### src/rtl/lsu_pkg.sv
// lsu_pkg: shared funct3 codes, FSM states and byte-lane helper for the load/store data memory
package lsu_pkg;

    localparam logic [2:0] F3_B  = 3'b000;
    localparam logic [2:0] F3_H  = 3'b001;
    localparam logic [2:0] F3_W  = 3'b010;
    localparam logic [2:0] F3_BU = 3'b100;
    localparam logic [2:0] F3_HU = 3'b101;

    typedef enum logic [1:0] {INIT, IDLE, WAIT, RESP} state_t;

    function automatic logic [3:0] lane_mask(input logic [2:0] funct3, input logic [1:0] off);
        lane_mask = funct3[1:0] == 2'b00 ? 4'b0001 << off :
                    funct3[1:0] == 2'b01 ? 4'b0011 << {off[1], 1'b0} : 4'b1111;
    endfunction

endpackage

### src/rtl/lsu_align.sv
// lsu_align: byte-lane enables, store data replication, load extension and access-fault flags
module lsu_align
    import lsu_pkg::*;
(
    input  logic        we,
    input  logic [2:0]  funct3,
    input  logic [1:0]  addr_lo,
    input  logic [31:0] wdata,
    input  logic [31:0] raw,
    output logic [3:0]  be,
    output logic [31:0] wdata_sh,
    output logic [31:0] rdata_ext,
    output logic        misaligned,
    output logic        illegal
);

    logic [7:0]  b;
    logic [15:0] h;

    always_comb begin
        b          = raw[{addr_lo, 3'b000} +: 8];
        h          = addr_lo[1] ? raw[31:16] : raw[15:0];
        be         = lane_mask(funct3, addr_lo);
        wdata_sh   = funct3[1:0] == 2'b00 ? {4{wdata[7:0]}} :
                     funct3[1:0] == 2'b01 ? {2{wdata[15:0]}} : wdata;
        rdata_ext  = funct3 == F3_B  ? {{24{b[7]}}, b} :
                     funct3 == F3_BU ? {24'b0, b} :
                     funct3 == F3_H  ? {{16{h[15]}}, h} :
                     funct3 == F3_HU ? {16'b0, h} : raw;
        misaligned = (funct3[1:0] == 2'b01 && addr_lo[0]) || (funct3[1:0] == 2'b10 && addr_lo != 2'b00);
        illegal    = we ? funct3 >= 3'b011 : (funct3 == 3'b011 || funct3[2:1] == 2'b11);
    end

endmodule

### src/rtl/lsu_data_memory.sv
// lsu_data_memory: RV32I byte-lane data memory with fault detection, configurable read latency and reset sweep
module lsu_data_memory
    import lsu_pkg::*;
#(
    parameter int ADDR_W     = 8,
    parameter int READ_LAT   = 1,
    parameter bit INIT_CLEAR = 1
) (
    input  logic        clk,
    input  logic        rst,
    input  logic        req_valid,
    output logic        req_ready,
    input  logic        req_we,
    input  logic [2:0]  req_funct3,
    input  logic [31:0] req_addr,
    input  logic [31:0] req_wdata,
    output logic        rsp_valid,
    input  logic        rsp_ready,
    output logic [31:0] rsp_rdata,
    output logic        rsp_err,
    output logic        busy
);

    localparam int                DEPTH    = 2 ** (ADDR_W - 2);
    localparam logic [ADDR_W-3:0] LAST     = '1;
    localparam logic [1:0]        LAT_LAST = 2'(READ_LAT > 1 ? READ_LAT - 2 : 0);

    logic [31:0]       mem [DEPTH];
    state_t            state_q, state_d;
    logic [ADDR_W-3:0] cnt_q, cnt_d;
    logic [1:0]        lat_q, lat_d;
    logic [31:0]       pend_data_q, pend_data_d, rsp_rdata_q, rsp_rdata_d;
    logic              pend_err_q, pend_err_d, rsp_err_q, rsp_err_d;
    logic              req_ready_q, req_ready_d, rsp_valid_q, rsp_valid_d, busy_q, busy_d;
    logic              accept, err, mem_we, misaligned, illegal;
    logic [3:0]        be;
    logic [31:0]       raw, wword, wdata_sh, rdata_ext;
    logic [ADDR_W-3:0] idx;

    assign idx = req_addr[ADDR_W-1:2];
    assign raw = mem[idx];

    lsu_align u_align (
        .we         (req_we),
        .funct3     (req_funct3),
        .addr_lo    (req_addr[1:0]),
        .wdata      (req_wdata),
        .raw        (raw),
        .be         (be),
        .wdata_sh   (wdata_sh),
        .rdata_ext  (rdata_ext),
        .misaligned (misaligned),
        .illegal    (illegal)
    );

    always_comb begin
        accept      = req_valid && req_ready_q;
        err         = misaligned || illegal || req_addr[31:ADDR_W] != '0;
        mem_we      = accept && req_we && !err;
        wword       = raw;
        for (int i = 0; i < 4; i++) wword[8*i +: 8] = be[i] ? wdata_sh[8*i +: 8] : raw[8*i +: 8];
        state_d     = state_q;
        cnt_d       = cnt_q;
        lat_d       = lat_q;
        pend_data_d = pend_data_q;
        pend_err_d  = pend_err_q;
        case (state_q)
            INIT: begin
                cnt_d   = cnt_q == LAST ? cnt_q : cnt_q + 1'b1;
                state_d = cnt_q == LAST ? IDLE : INIT;
            end
            IDLE: if (accept) begin
                state_d     = READ_LAT > 1 ? WAIT : RESP;
                lat_d       = '0;
                pend_data_d = err || req_we ? '0 : rdata_ext;
                pend_err_d  = err;
            end
            WAIT: begin
                lat_d   = lat_q + 1'b1;
                state_d = lat_q == LAT_LAST ? RESP : WAIT;
            end
            default: state_d = rsp_ready ? IDLE : RESP;
        endcase
        // Response registers load straight from the next pending value so READ_LAT=1 needs no extra stage.
        req_ready_d = state_d == IDLE;
        busy_d      = state_d != IDLE;
        rsp_valid_d = state_d == RESP;
        rsp_rdata_d = state_d == RESP ? pend_data_d : '0;
        rsp_err_d   = state_d == RESP ? pend_err_d : 1'b0;
    end

    always_ff @(posedge clk or posedge rst) begin
        if (rst) begin
            state_q     <= INIT_CLEAR ? INIT : IDLE;
            cnt_q       <= '0;
            lat_q       <= '0;
            pend_data_q <= '0;
            pend_err_q  <= 1'b0;
            req_ready_q <= 1'b0;
            rsp_valid_q <= 1'b0;
            rsp_rdata_q <= '0;
            rsp_err_q   <= 1'b0;
            busy_q      <= INIT_CLEAR;
        end else begin
            state_q     <= state_d;
            cnt_q       <= cnt_d;
            lat_q       <= lat_d;
            pend_data_q <= pend_data_d;
            pend_err_q  <= pend_err_d;
            req_ready_q <= req_ready_d;
            rsp_valid_q <= rsp_valid_d;
            rsp_rdata_q <= rsp_rdata_d;
            rsp_err_q   <= rsp_err_d;
            busy_q      <= busy_d;
        end
    end

    always_ff @(posedge clk) begin
        if (state_q == INIT) mem[cnt_q] <= '0;
        else if (mem_we) mem[idx] <= wword;
    end

    assign req_ready = req_ready_q;
    assign rsp_valid = rsp_valid_q;
    assign rsp_rdata = rsp_rdata_q;
    assign rsp_err   = rsp_err_q;
    assign busy      = busy_q;

endmodule

### config.mk
export PLATFORM = sky130hd
export DESIGN_NAME = lsu_data_memory
export DESIGN_NICKNAME = d
export VERILOG_FILES = /design/src/rtl/lsu_pkg.sv /design/src/rtl/lsu_align.sv /design/src/rtl/lsu_data_memory.sv
export SDC_FILE = /design/constraint.sdc
export NUM_CORES = 2
export LEC_CHECK = 0
export BUFFER_PORTS_ARGS = -buffer_cell sky130_fd_sc_hd__buf_2
export CORE_UTILIZATION = 35
export CTS_CLUSTER_DIAMETER = 30
export CTS_CLUSTER_SIZE = 25
export DETAILED_ROUTE_END_ITERATION = 12
export PLACE_DENSITY = 0.61
export RECOVER_POWER = 25
export REMOVE_ABC_BUFFERS = 1
export SLEW_MARGIN = 10
export SYNTH_ARGS = -nofsm -noshare
export SYNTH_HDL_FRONTEND = slang
export SYNTH_SLANG_ARGS = --single-unit
export TNS_END_PERCENT = 100
### constraint.sdc
create_clock -name clk -period 5.8 [get_ports clk]
set_input_delay 1.16 -clock clk [delete_from_list [all_inputs] [get_ports clk]]
set_output_delay 1.16 -clock clk [all_outputs]
set_load 0.02 [all_outputs]
**Yosys cells after proc, flatten, opt, wreduce, memory -nomap -nowiden**

Memory sizes are Yosys's and may differ from the RTL's.
Index checks and enable logic that the tools add are counted.

- Shift-type cells: 3
- Bitwise logic cells: 1
- Reductions and logical operators: 21
- Multiplexer cells: 36
- Order comparisons: 1
- Add/sub/neg operators: 2
- Equality and inequality tests: 14

Operators with widths:

| kind | number |
|---|---|
| $mux W32 | 11 |
| $mux W8 | 4 |
| $reduce_or A32 Y1 | 1 |
| $shiftx A32 B6 Y8 | 1 |
| $reduce_bool A24 Y1 | 1 |
| $mux W16 | 1 |
| $mux W1 | 12 |
| $eq A2 B2 Y1 const B | 4 |
| $mux W4 | 2 |
| $add A6 B1 Y6 const B | 1 |
| $eq A2 B1 Y1 const B | 3 |
| $eq A3 B3 Y1 const B | 2 |
| $eq A6 B6 Y1 const B | 1 |
| $logic_not A2 Y1 | 3 |
| $mux W2 | 3 |
| $mux W6 | 1 |
| $pmux W2 S3 | 1 |
| $logic_and A1 B1 Y1 | 5 |
| $logic_or A1 B1 Y1 | 5 |
| $pmux W2 S2 | 1 |
| $reduce_and A2 Y1 | 2 |
| $reduce_bool A2 Y1 | 2 |
| $shl A1 B2 Y4 const A | 1 |
| $shl A2 B2 Y4 const A | 1 |
| other kinds (9) | 9 |

- Logic and storage cells: 89
- Flip-flop bits (word level): 79
- Output and inout port bits: 36
- Bits of input ports: 72
- Bits in writable memories: 2048
- Memories kept: 1

Memory list:

| memory | depth | width | rd ports | clocked after Yosys merged registers in | wr ports | RTL line | RTL |
|---|---|---|---|---|---|---|---|
| mem | 64 | 32 | 1 | 0 | 1 | lsu_data_memory.sv:28 | `logic [31:0] mem [DEPTH];` |

**Longest topological paths before layout**

- Word-level depth: 12
- Gate-level depth with buffers: 16

**By module**

Synthesis repeated with hierarchy kept, for this count alone.

- Cell total of the unflattened synthesis: 4928
- Area total of the unflattened synthesis: 83846.7 um^2

By module, submodules not included:

| module | cells an instance | times used | area each (um^2) | seq. area each (um^2) |
|---|---|---|---|---|
| lsu_data_memory | 4722 | 1 | 82559.2 | 63477.1 |
| lsu_align | 206 | 1 | 1287.5 | 0.0 |

**Worst setup path after synthesis**

No wires, ideal clock.

- Kind: input -> register
- From: input port req_addr[3]
- To: memory mem[0][9], data pin
- Arrival: 5.869 ns
- Setup time: 0.768 ns
- Slack: -0.836 ns
- Cell stages on the path: 12
- Buffers on the path: 5
- Path through: buf_4 > buf_4 > buf_6 > clkbuf_1 > clkbuf_1 > mux4_2 > mux2i_1 > a221oi_1 > o21ai_0 > nand2_1 > nor2_1 > a311oi_1

- Cells in the longest elaborated chain, start to end: 3

Ends and longest elaborated chain:

| what | RTL line | RTL |
|---|---|---|
| from (decl) | lsu_data_memory.sv:15 | `input logic [31:0] req_addr,` |
| $mem_v2 Z64 W32 | n/a |  |
| $mux W8 | lsu_data_memory.sv:61 | `for (int i = 0; i < 4; i++) wword[8*i +: 8] = be[i] ? wdata_sh[8*i +: 8] : raw[8*i +: 8];` |
| $mux W32 (no source line) | n/a |  |
| to (decl) | lsu_data_memory.sv:28 |  |

No other way between the ends.

**Final worst setup path**

- From: input port req_addr[6]
- To: memory mem[47][24], data pin

The elaborated chain is that of the path after synthesis.

==> results.toml <==
[final_layout]
seqCellArea_um2 = 63500
drive_gt1_share_pct = 34.1
filler_cell_count = 19900
syn2layout_area_growth_pct = 24.3
post-route-util_pct = 43.8
nets = 4501
multi_input_area_um2 = 18900

[outcome]
outcome = "finished with violations"
violations = "capacitance limit, slew limit"

[clocking]
clock_sinks = 2127
cts_resized = 0
cts_root_buffer = "clkbuf_16"
clkTransAtPathRegs_ns = 0.05
numCtsBuffers = 394
cts_setup_buffers = 0
clockBufferDepth = 4
cts_max_level = 5
clk_latency_ns = 0.94
cts_tree = "yes"
ctsHoldBuffers = 0

[global_routing]
grt_pass1_vias = 43900
grt_pass1_wl_um = 324000
grt_use_total_pct = 19.0
antenna_found_initial = 7
grt_max_degree = 65
grt_overflow = 0

[drt]
drt_iter0_drc = 5304
routed_wl_um = 228000
wl_per_cell_um = 28.9
via_count = 43200
via_per_inst = 5.47
ant_nets = 0
drt_first_pass_iters = 6
route.detailed.drc = 0

[timing]
rsz0062_at_grt = "false"
hold_viol = 0
period_share_pct = 88.6
worst_slack_ns = 0.659
finalCriticalPeriod_ns = 5.14
timing.final.max_slew_violations = 305
relSlewSlack_pct = -70.2
fmax_mhz = 195
worst_slew_pin_slew_ns = 2.55
finalSetupViolations = 0
skew_ns = 0.0762
final.setup.tns_ns = 0

[yosys]
ys_warn_count = 0
synth_seq_cells = 2127
synth.distinct_cells = 67
postSynthCellCount = 3858
synthesis.area_um2 = 83000
ys_seq_area_share_pct = 76.5
synth_top_cells_by_area = "edfxtp_1 74%, mux4_2 15%, dfrtp_1 2.4%, mux2i_1 2.0%, a22oi_1 1.1%"
async_flop_share_pct = 3.71
avgSynthCellArea_um2 = 21.5
synthFlopType = "edfxtp_1"
synth_top_area_cell = "edfxtp_1"
synth_edf_count = 2048
synth_top_area_share_pct = 74.1

[die]
die_height_um = 489
start_util_pct = 35.2
die_area_um2 = 239000
core_region_area_um2 = 236000
row_count = 178
ioPinCount = 108
die-width_um = 489

[place]
pre_cts_slack_ns = 0.530
gp_congestion = 0.934
dp_hpwl_um = 133000
port_buffers = 107

[setup_path]
r2r_cells = 9
path_max_fanout = 32
endpoint_kind = "flip-flop"
worstReg2RegStart = "state_q[1]"
rrSetupSlack_ns = 1.42
regToRegEndpoint = "mem[47][3]"
path_class = "input pin to flip-flop"
cp.required_ns = 6.28
start_kind = "input pin"
cp.arrival_ns = 5.62

[flow_run]
drv_cap = 12

[hold_path]
hp-class = "flip-flop to flip-flop"
hold_path_end = "pend_data_q[18]"
whs_path_depth = 2
hp-start = "pend_data_q[18]"

[pwr]
switching_share_pct = 20.2
switchingPower_uw = 8270
leakage_uw = 0.0290
p_int_uw = 32700
p_clk_share_pct = 57.1
power_density_nw_per_um2 = 397
pwr-share-seq_pct = 40.6
power_frac_comb_pct = 2.3
vdd_drop_max_mv = 0.326
[worst max-delay path: stages]
cell and delay, ns:
clkbuf_1 0.26, inv_1 0.30, nor2_1 1.32, clkbuf_1 0.81, a22oi_1 0.46, and3_1 0.34
a21o_1 0.20, a21oi_1 0.23, nor2_4 0.07, clkbuf_2 0.43
[synth_stat cells (all sizes together), types with 8 or more instances]
| library cell | count |
|---|---|
| inv | 15 |
| a221oi | 17 |
| a21oi | 75 |
| o21ai | 40 |
| nand2b | 10 |
| a211oi | 13 |
| buf | 113 |
| mux2 | 8 |
| o31ai | 11 |
| edfxtp | 2048 |
| and2 | 18 |
| clkbuf | 102 |
| a311oi | 11 |
| nand3 | 24 |
| a21o | 9 |
| a22o | 12 |
| mux4 | 535 |
| nor3 | 15 |
| mux2i | 170 |
| dfrtp | 78 |
| nand2 | 163 |
| nor2 | 151 |
| a22oi | 125 |
[power by group through the flow]
stage               logic, uW  registers (uW)  clock network, uW
floorplan                 372           16900                  0
global placement          934           16900                  0
detailed placement        936           16900                  0
CTS                       938           16600              23600
global route              976           16600              24300
finish                    940           16600              23400
[flip-flops by register name (all words and copies together) (netlist names)]
signal / count
rsp_rdata: 32
pend_err_q: 1
state_q: 2
mem: 2048
busy: 1
lat_q: 2
req_ready: 1
rsp_err: 1
rsp_valid: 1
pend_data_q: 32
cnt_q: 6
[worst max-delay path by stage]
stage | to | start
3_3_place_gp | mem[32][22] | req_addr[2]
3_5_place_dp | mem[33][22] | req_addr[2]
4_1_cts | mem[38][22] | req_addr[2]
2_1_floorplan | mem[0][9] | req_addr[5]
5_1_grt | mem[32][24] | req_addr[6]
6_report | mem[47][24] | req_addr[6]
[placed cells by master (no fill, tap or decap), types with 24 or more instances in the layout]
master,n
a21oi_1,73
a22oi_1,125
buf_12,46
buf_2,67
buf_4,205
bufinv_16,67
clkbuf_1,85
clkbuf_16,404
clkinv_1,36
clkinv_2,51
clkinv_4,36
clkinvlp_4,46
dfrtp_1,78
edfxtp_1,2048
inv_6,26
mux2i_1,170
mux4_2,535
nand2_1,163
nand3_1,24
nor2_1,79
nor2_4,70
o21ai_0,37
[per-stage QoR]
stage,hold slack [ns],cells,area [um^2],power (uW)
6_report,0.463,7889,103000,40900
5_1_grt,0.487,7886,103000,41900
4_1_cts,0.346,7886,104000,41200
3_5_place_dp,0.453,7181,89900,17800
3_3_place_gp,0.445,7181,89900,17800
2_1_floorplan,0.433,3643,81800,17300
[metal layers]
| metal | up-vias | global-route usage [%] | share of wire, % |
|---|---|---|---|
| met1 | 23000 | 25.8 | 40 |
| met3 | 464 | 4.38 | 8.8 |
| met5 | - | 0.302 | 0.044 |
| met2 | 2184 | 29.8 | 48 |
| met4 | 2 | 6.84 | 3.5 |
| li1 | 17500 | - | - |
[logic make-up (layout without fill, tap and decap cells)]
family                     count (synthesis)  count (layout)  synth area share [%]
xor gates and xnor gates                   5               5                0.0527
adders and majority gates                  2               2                0.0301
muxes                                    713             713                  16.7
AOI/OAI and AO/OA                        353             353                  2.96
buffers and inverters                    231            1109                  1.58
DFF                                     2127            2127                  76.5
and+or+nand+nor                          427             427                  2.26
other                                      0               3                     0
[layout make-up]
class	instances	area share [%]
inverter	16	0.0667
antenna	3	0.00728
clock buffer	437	9.95
sequential	2127	61.5
tap	3150	3.82
multi-input combinational	1500	18.3
clock inverter	268	3.29
timing repair buffer	388	3.00
No activity file was read; power rests on OpenSTA's default activity.
